## src/rtl/branch_predictor_pkg.sv

```systemverilog
// Shared definitions for the branch predictor: 2-bit counter encodings,
// the allocation value and the counter step function.
package branch_predictor_pkg;

  typedef enum logic [1:0] {
    SNT = 2'b00,
    WNT = 2'b01,
    WT  = 2'b10,
    ST  = 2'b11
  } ctr_e;

  localparam ctr_e CTR_RESET = WNT;
  localparam ctr_e CTR_ALLOC = WT;

  // One step of the saturating counter toward taken (up) or not-taken.
  function automatic ctr_e ctr_step(input ctr_e cur, input logic up);
    ctr_e nxt;
    case (cur)
      SNT:     nxt = up ? WNT : SNT;
      WNT:     nxt = up ? WT  : SNT;
      WT:      nxt = up ? ST  : WNT;
      ST:      nxt = up ? ST  : WT;
      default: nxt = CTR_RESET;
    endcase
    return nxt;
  endfunction

endpackage

```

## src/rtl/bp_sat_counter.sv

```systemverilog
// 2-bit saturating up/down counter with a load port; one per table entry.
module bp_sat_counter
  import branch_predictor_pkg::*;
(
  input  logic       clk,
  input  logic       rst_n,
  input  logic       load_en,
  input  logic [1:0] load_val,
  input  logic       step_en,
  input  logic       up,
  output logic [1:0] ctr
);

  ctr_e ctr_r;

  // Counter state: load has priority over a step.
  always_ff @(posedge clk or negedge rst_n) begin
    if (!rst_n) begin
      ctr_r <= CTR_RESET;
    end else if (load_en) begin
      ctr_r <= ctr_e'(load_val);
    end else if (step_en) begin
      ctr_r <= ctr_step(ctr_r, up);
    end else begin
      ctr_r <= ctr_r;
    end
  end

  assign ctr = ctr_r;

endmodule

```

## src/rtl/branch_predictor.sv

```systemverilog
// Direct-mapped branch target buffer with 2-bit direction counters and
// saturating update/mispredict statistics.
module branch_predictor
  import branch_predictor_pkg::*;
#(
  parameter int ADDR_W  = 32,
  parameter int ENTRIES = 16,
  parameter int CNT_W   = 16
) (
  input  logic              clk,
  input  logic              rst_n,
  input  logic [ADDR_W-1:0] lookup_pc,
  output logic              predict_hit,
  output logic              predict_taken,
  output logic [ADDR_W-1:0] predict_target,
  input  logic              upd_valid,
  input  logic [ADDR_W-1:0] upd_pc,
  input  logic              upd_taken,
  input  logic [ADDR_W-1:0] upd_target,
  input  logic              upd_mispredict,
  input  logic              clear,
  output logic [CNT_W-1:0]  stat_updates,
  output logic [CNT_W-1:0]  stat_mispredicts
);

  localparam int IDX_W = $clog2(ENTRIES);
  localparam int TAG_W = ADDR_W - IDX_W;

  logic [ENTRIES-1:0] valid_r;
  logic [TAG_W-1:0]   tag_r    [ENTRIES];
  logic [ADDR_W-1:0]  target_r [ENTRIES];
  logic [1:0]         entry_ctr_s [ENTRIES];
  logic [ENTRIES-1:0] ld_en_s;
  logic [ENTRIES-1:0] step_en_s;

  logic [IDX_W-1:0] lk_idx_s;
  logic [TAG_W-1:0] lk_tag_s;
  logic             lk_hit_s;
  logic [IDX_W-1:0] upd_idx_s;
  logic [TAG_W-1:0] upd_tag_s;
  logic             upd_hit_s;
  logic             upd_accept_s;
  logic             alloc_s;
  logic             train_s;

  logic [CNT_W-1:0] stat_updates_r;
  logic [CNT_W-1:0] stat_mispredicts_r;

  assign lk_idx_s  = lookup_pc[IDX_W-1:0];
  assign lk_tag_s  = lookup_pc[ADDR_W-1:IDX_W];
  assign upd_idx_s = upd_pc[IDX_W-1:0];
  assign upd_tag_s = upd_pc[ADDR_W-1:IDX_W];

  // Lookup reads current state only, so a same-cycle update shows up next cycle.
  always_comb begin
    lk_hit_s = valid_r[lk_idx_s] && (tag_r[lk_idx_s] == lk_tag_s);
    if (lk_hit_s) begin
      predict_hit    = 1'b1;
      predict_taken  = entry_ctr_s[lk_idx_s][1];
      predict_target = target_r[lk_idx_s];
    end else begin
      predict_hit    = 1'b0;
      predict_taken  = 1'b0;
      predict_target = lookup_pc + ADDR_W'(1);
    end
  end

  // Update classification; clear suppresses all table changes.
  always_comb begin
    upd_hit_s    = valid_r[upd_idx_s] && (tag_r[upd_idx_s] == upd_tag_s);
    upd_accept_s = upd_valid && !clear;
    if (upd_accept_s) begin
      alloc_s = !upd_hit_s && upd_taken;
      train_s = upd_hit_s;
    end else begin
      alloc_s = 1'b0;
      train_s = 1'b0;
    end
  end

  for (genvar i = 0; i < ENTRIES; i++) begin : g_entry
    assign ld_en_s[i]   = alloc_s && (upd_idx_s == IDX_W'(i));
    assign step_en_s[i] = train_s && (upd_idx_s == IDX_W'(i));

    bp_sat_counter u_ctr (
      .clk      (clk),
      .rst_n    (rst_n),
      .load_en  (ld_en_s[i]),
      .load_val (CTR_ALLOC),
      .step_en  (step_en_s[i]),
      .up       (upd_taken),
      .ctr      (entry_ctr_s[i])
    );
  end

  // Valid bits: clear wins over allocation.
  always_ff @(posedge clk or negedge rst_n) begin
    if (!rst_n) begin
      valid_r <= '0;
    end else if (clear) begin
      valid_r <= '0;
    end else if (alloc_s) begin
      valid_r[upd_idx_s] <= 1'b1;
    end else begin
      valid_r <= valid_r;
    end
  end

  // Tag and target storage; a taken hit refreshes the target.
  always_ff @(posedge clk or negedge rst_n) begin
    if (!rst_n) begin
      for (int i = 0; i < ENTRIES; i++) begin
        tag_r[i]    <= '0;
        target_r[i] <= '0;
      end
    end else if (alloc_s) begin
      tag_r[upd_idx_s]    <= upd_tag_s;
      target_r[upd_idx_s] <= upd_target;
    end else if (train_s && upd_taken) begin
      target_r[upd_idx_s] <= upd_target;
    end else begin
      target_r[upd_idx_s] <= target_r[upd_idx_s];
    end
  end

  // Saturating statistics; these ignore clear on purpose.
  always_ff @(posedge clk or negedge rst_n) begin
    if (!rst_n) begin
      stat_updates_r     <= '0;
      stat_mispredicts_r <= '0;
    end else begin
      if (upd_valid && (stat_updates_r != {CNT_W{1'b1}})) begin
        stat_updates_r <= stat_updates_r + CNT_W'(1);
      end
      if (upd_valid && upd_mispredict && (stat_mispredicts_r != {CNT_W{1'b1}})) begin
        stat_mispredicts_r <= stat_mispredicts_r + CNT_W'(1);
      end
    end
  end

  assign stat_updates     = stat_updates_r;
  assign stat_mispredicts = stat_mispredicts_r;

endmodule
```

## config.mk

```make
export PLATFORM = sky130hd
export DESIGN_NAME = branch_predictor
export DESIGN_NICKNAME = d
export VERILOG_FILES = /design/src/rtl/branch_predictor_pkg.sv /design/src/rtl/bp_sat_counter.sv /design/src/rtl/branch_predictor.sv
export SDC_FILE = /design/constraint.sdc
export NUM_CORES = 2
export LEC_CHECK = 0
export ABC_AREA = 1
export CORE_ASPECT_RATIO = 2
export CORE_MARGIN = 2
export CORE_UTILIZATION = 35
export DETAILED_ROUTE_END_ITERATION = 12
export PLACE_DENSITY_LB_ADDON = 0.08
export SYNTH_ARGS = -nofsm -noshare
export SYNTH_HDL_FRONTEND = slang
export SYNTH_SLANG_ARGS = --single-unit
export TNS_END_PERCENT = 10
```

## constraint.sdc

```tcl
create_clock -name clk -period 4.33 [get_ports clk]
set_input_delay 0.866 -clock clk [delete_from_list [all_inputs] [get_ports clk]]
set_output_delay 0.866 -clock clk [all_outputs]
set_load 0.02 [all_outputs]
```

==> run_results.csv <==
group,metric,value,unit
run_status,outcome,"finished with violations",
run_status,violations,"setup timing",
global_route,grt_pass1_wl,461000,um
power_and_ir_drop,p_per_area,386,nW/um^2
drt,wirelength,320000,um
setup_path,path_common_cell,"nand2_1",
setup_path,r2r_end,"tag_r[431]",
setup_path,slowest_stage,"buf_6",
placement,pre_cts_slack,-829,ps
synth,seq_area_frac_synth,41.4,%
synth,yosysTopAreaCellShare,40.8,%
setup_path,crit_fanout,46,
placement,gp_congestion,0.923,
drt,vias_per_cell,5.87,
final_layout,areaGrowthSynthToFinish,22.8,%
power_and_ir_drop,p_leak,34.3,nW
synth,syn_area,62900,um^2
timing,finalCritPeriodShare,104,%
timing,worst_pin_slew,1000,ps
placement,io_buffers,167,
drt,vias,68800,
timing,maxClockFrequency,0.221,GHz
floorplanning,die_h,603,um
timing,clock_skew,35.4,ps
drt,wl_per_cell,27.3,um
drt,drc,0,
setup_path,crit_buf_inv,8,
final_layout,multiInputGateArea,30500,um^2
timing,max-slew-margin-rel,33.1,%
synth,syn_avg_cell_area,7.01,um^2
setup_path,crit_arrival,3650,ps
power_and_ir_drop,vdd_drop_max,0.328,mV
global_route,grt_use_total,33.9,%
clocking,holdBufCountCts,0,
synth,syn-instance-count,8966,
drt,antenna_left,0,
timing,rsz0062_at_grt,"true",
synth,synth_xor_area_share,0.822,%
setup_path,crit_path_cell_trace,"buf_4 > buf_6 > nor2_4 > buf_12 > bufbuf_16 > nand2_1 > nand3_2 > nand2_1 > nand2_1 > nor2_1 > nand2_1 > nor3_2 > buf_4 > nand3_2 > buf_12 > buf_4 > nand2_1 > o21ai_0 > clkdlybuf4s15_2",
synth,synth.net_count,9071,
clocking,cts_tree,"built",
hold_path,holdCritPathClass,"in -> async",
global_route,antenna_found_initial,10,
setup_path,cpLargestDelayFamily,"buffers and inverters",
clocking,cts_buffers,110,
drt,first_iter_violations,8594,
floorplanning,start_util,35.1,%
synth,synthAdderAreaFrac,0.0597,%
synth,synth_compound_area_share,30.6,%
synth,ys_warn_count,0,
final_layout,fill_cells,18500,
setup_path,critPathLaunchType,"input port",
global_route,grt-ovfl-total,0,
synth,netlist.top_cell.by_area,"dfrtp_1",
synth,synthMuxAreaShare,0,%
synth,synth_cell_types,46,
timing,final_hold_viol_count,0,
floorplanning,fp.coreArea,179000,um^2
setup_path,r2r-start,"tag_r[313]",
global_route,met3_usage,4.88,%
setup_path,required,3460,ps
final_layout,drive_gt1_share,12.9,%
setup_path,worst-r2r-setup-slack,950,ps
setup_path,cp-end-kind,"output pin",
floorplanning,dieArea,183000,um^2
final_layout,final_cells,11700,
clocking,path_clk_slew,60,ps
timing,setup_ws,-185,ps
clocking,clk_latency,770,ps
placement,placed_cells,11500,
clocking,cts_root_buf,"clkbuf_16",
setup_path,cp_slowest_stage_delay,280,ps
final_layout,ff_latch_area,26000,um^2
job,cap_violations,0,
clocking,cts_num_sinks,1040,
synth,synth_area_leaders,"dfrtp_1 41%, o21ai_0 15%, nand2_1 12%",
timing,fin_crit,4510,ps
final_layout,fin_nets,9411,
drt,dr.pass1.iters,6,
placement,dpl.hpwl,204000,um
timing,slew_viol_final,0,
synth,synth_top_family_by_area,"compound AO/OA/AOI/OAI gates",
synth,synthSimpleGateAreaFrac,16.4,%
setup_path,r2r_cells,22,
synth,synth-seq-cells,1040,
clocking,htree_levels,3,
floorplanning,fp.dieW,304,um
floorplanning,io_pins,168,
global_route,grt_util_met2,53.5,%
global_route,grt_pass1_vias,63900,
setup_path,crit_type,"in -> out",
clocking,cts_buffer_depth,3,
timing,setup_violations,24,
global_route,grt_max_degree,130,
global_route,globalRouteMet1Util,46.6,%
floorplanning,rows,220,
global_route,gr-max-usage-layer,"met2",
==> synth_stat cells (all sizes together) <==
| cell type | number |
|---|---|
| nand3 | 232 |
| o211ai | 26 |
| o21ai | 2120 |
| o31ai | 6 |
| a21o | 2 |
| nor4 | 9 |
| clkinv | 13 |
| ha | 3 |
| a311oi | 20 |
| o21a | 16 |
| a21boi | 31 |
| a22oi | 6 |
| inv | 942 |
| clkbuf | 467 |
| and2 | 3 |
| xnor2 | 11 |
| nand4 | 45 |
| a221oi | 2 |
| a311o | 11 |
| nor2 | 307 |
| nor3 | 17 |
| a32o | 3 |
| a21oi | 555 |
| o311ai | 1 |
| dfrtp | 1024 |
| o2111ai | 16 |
| nand2 | 1971 |
| and3 | 1 |
| dfstp | 16 |
| nand3b | 5 |
| o22ai | 748 |
| xor2 | 48 |
| buf | 289 |
==> through the flow <==
stage | hold WS, ps | setup TNS, ps | total power [mW] | util (%) | cell area [um^2]
after floorplan | 452 | 0 | 15.8 | - | 62900
after global placement | 467 | -131390 | 19.0 | 40.6 | 72600
after detailed placement | 466 | -136760 | 19.0 | 40.6 | 72600
after CTS | 155 | -4400 | 29.8 | 43.0 | 77000
after global routing | 199 | -6970 | 31.1 | 43.1 | 77200
final | 177 | -2240 | 29.8 | 43.1 | 77200
==> layout make-up <==
type | instances | area share, %
Sequential cell | 1040 | 33.7
Timing Repair Buffer | 984 | 13.1
Clock inverter | 51 | 0.893
Tap cell | 2331 | 3.78
Inverter | 955 | 4.73
Multi-Input combinational cell | 6215 | 39.6
Antenna cell | 2 | 0.00648
Clock buffer | 153 | 4.17
==> report_power, final <==
group	switching, mW	internal (mW)	total [mW]
Clock	4.56	6.12	10.7
Combinational	4.73	2.48	7.21
Sequential	0.753	11.1	11.9
==> cells in the final DEF, fill, tap and decap left out, types with 19 or more instances in the layout <==
master           instances
clkinv_2                27
a21oi_1                553
nand2_1               1918
nand2_2                 46
clkbuf_16              114
clkdlybuf4s50_1        126
a21boi_0                31
nand3_1                211
inv_1                  919
xor2_1                  45
inv_2                   23
o21ai_0               1908
o211ai_1                26
o22ai_1                748
a311oi_1                19
buf_4                  634
nor2_4                  20
dfrtp_1               1024
o21ai_1                211
buf_12                 171
nor2_1                 276
clkbuf_8                26
nand4_1                 45
==> logic make-up after synthesis <==
group           after synthesis
flops                      1040
simple gates               2590
buf+inv                    1711
xor+xnor                     59
compound gates             3563
fa+ha+maj                     3
==> layer usage <==
| layer | routed length, um | part of all wire [%] |
|---|---|---|
| met1 | 134000 | 42 |
| met2 | 143000 | 45 |
| met3 | 28300 | 8.8 |
| met4 | 15500 | 4.8 |
| met5 | 24 | 0.0075 |
==> worst max path at each step <==
stage                  from                  to  slack, ps  cells past startpoint
6_report       lookup_pc[2]   predict_target[6]       -180                     19
5_1_grt        lookup_pc[0]  predict_target[16]       -360                     22
4_1_cts        lookup_pc[0]   predict_target[6]       -190                     19
3_5_place_dp   lookup_pc[3]  predict_target[18]       -830                     17
3_3_place_gp   lookup_pc[3]  predict_target[18]       -820                     17
2_1_floorplan  lookup_pc[0]   predict_target[0]        180                     16
==> registers in the layout (all words and copies together) (netlist names) <==
signal	cells
g_entry.u_ctr.ctr	32
stat_updates	16
tag_r	448
stat_mispredicts	16
target_r	512
valid_r	16
==> repair_timing <==
item,in CTS,in global routing
cloned,6,2
pin swaps,8,6
setup buffers,9,10
resized for setup,132,101
setup endpoints to repair,34,34
No activity file was read; power rests on OpenSTA's default activity.
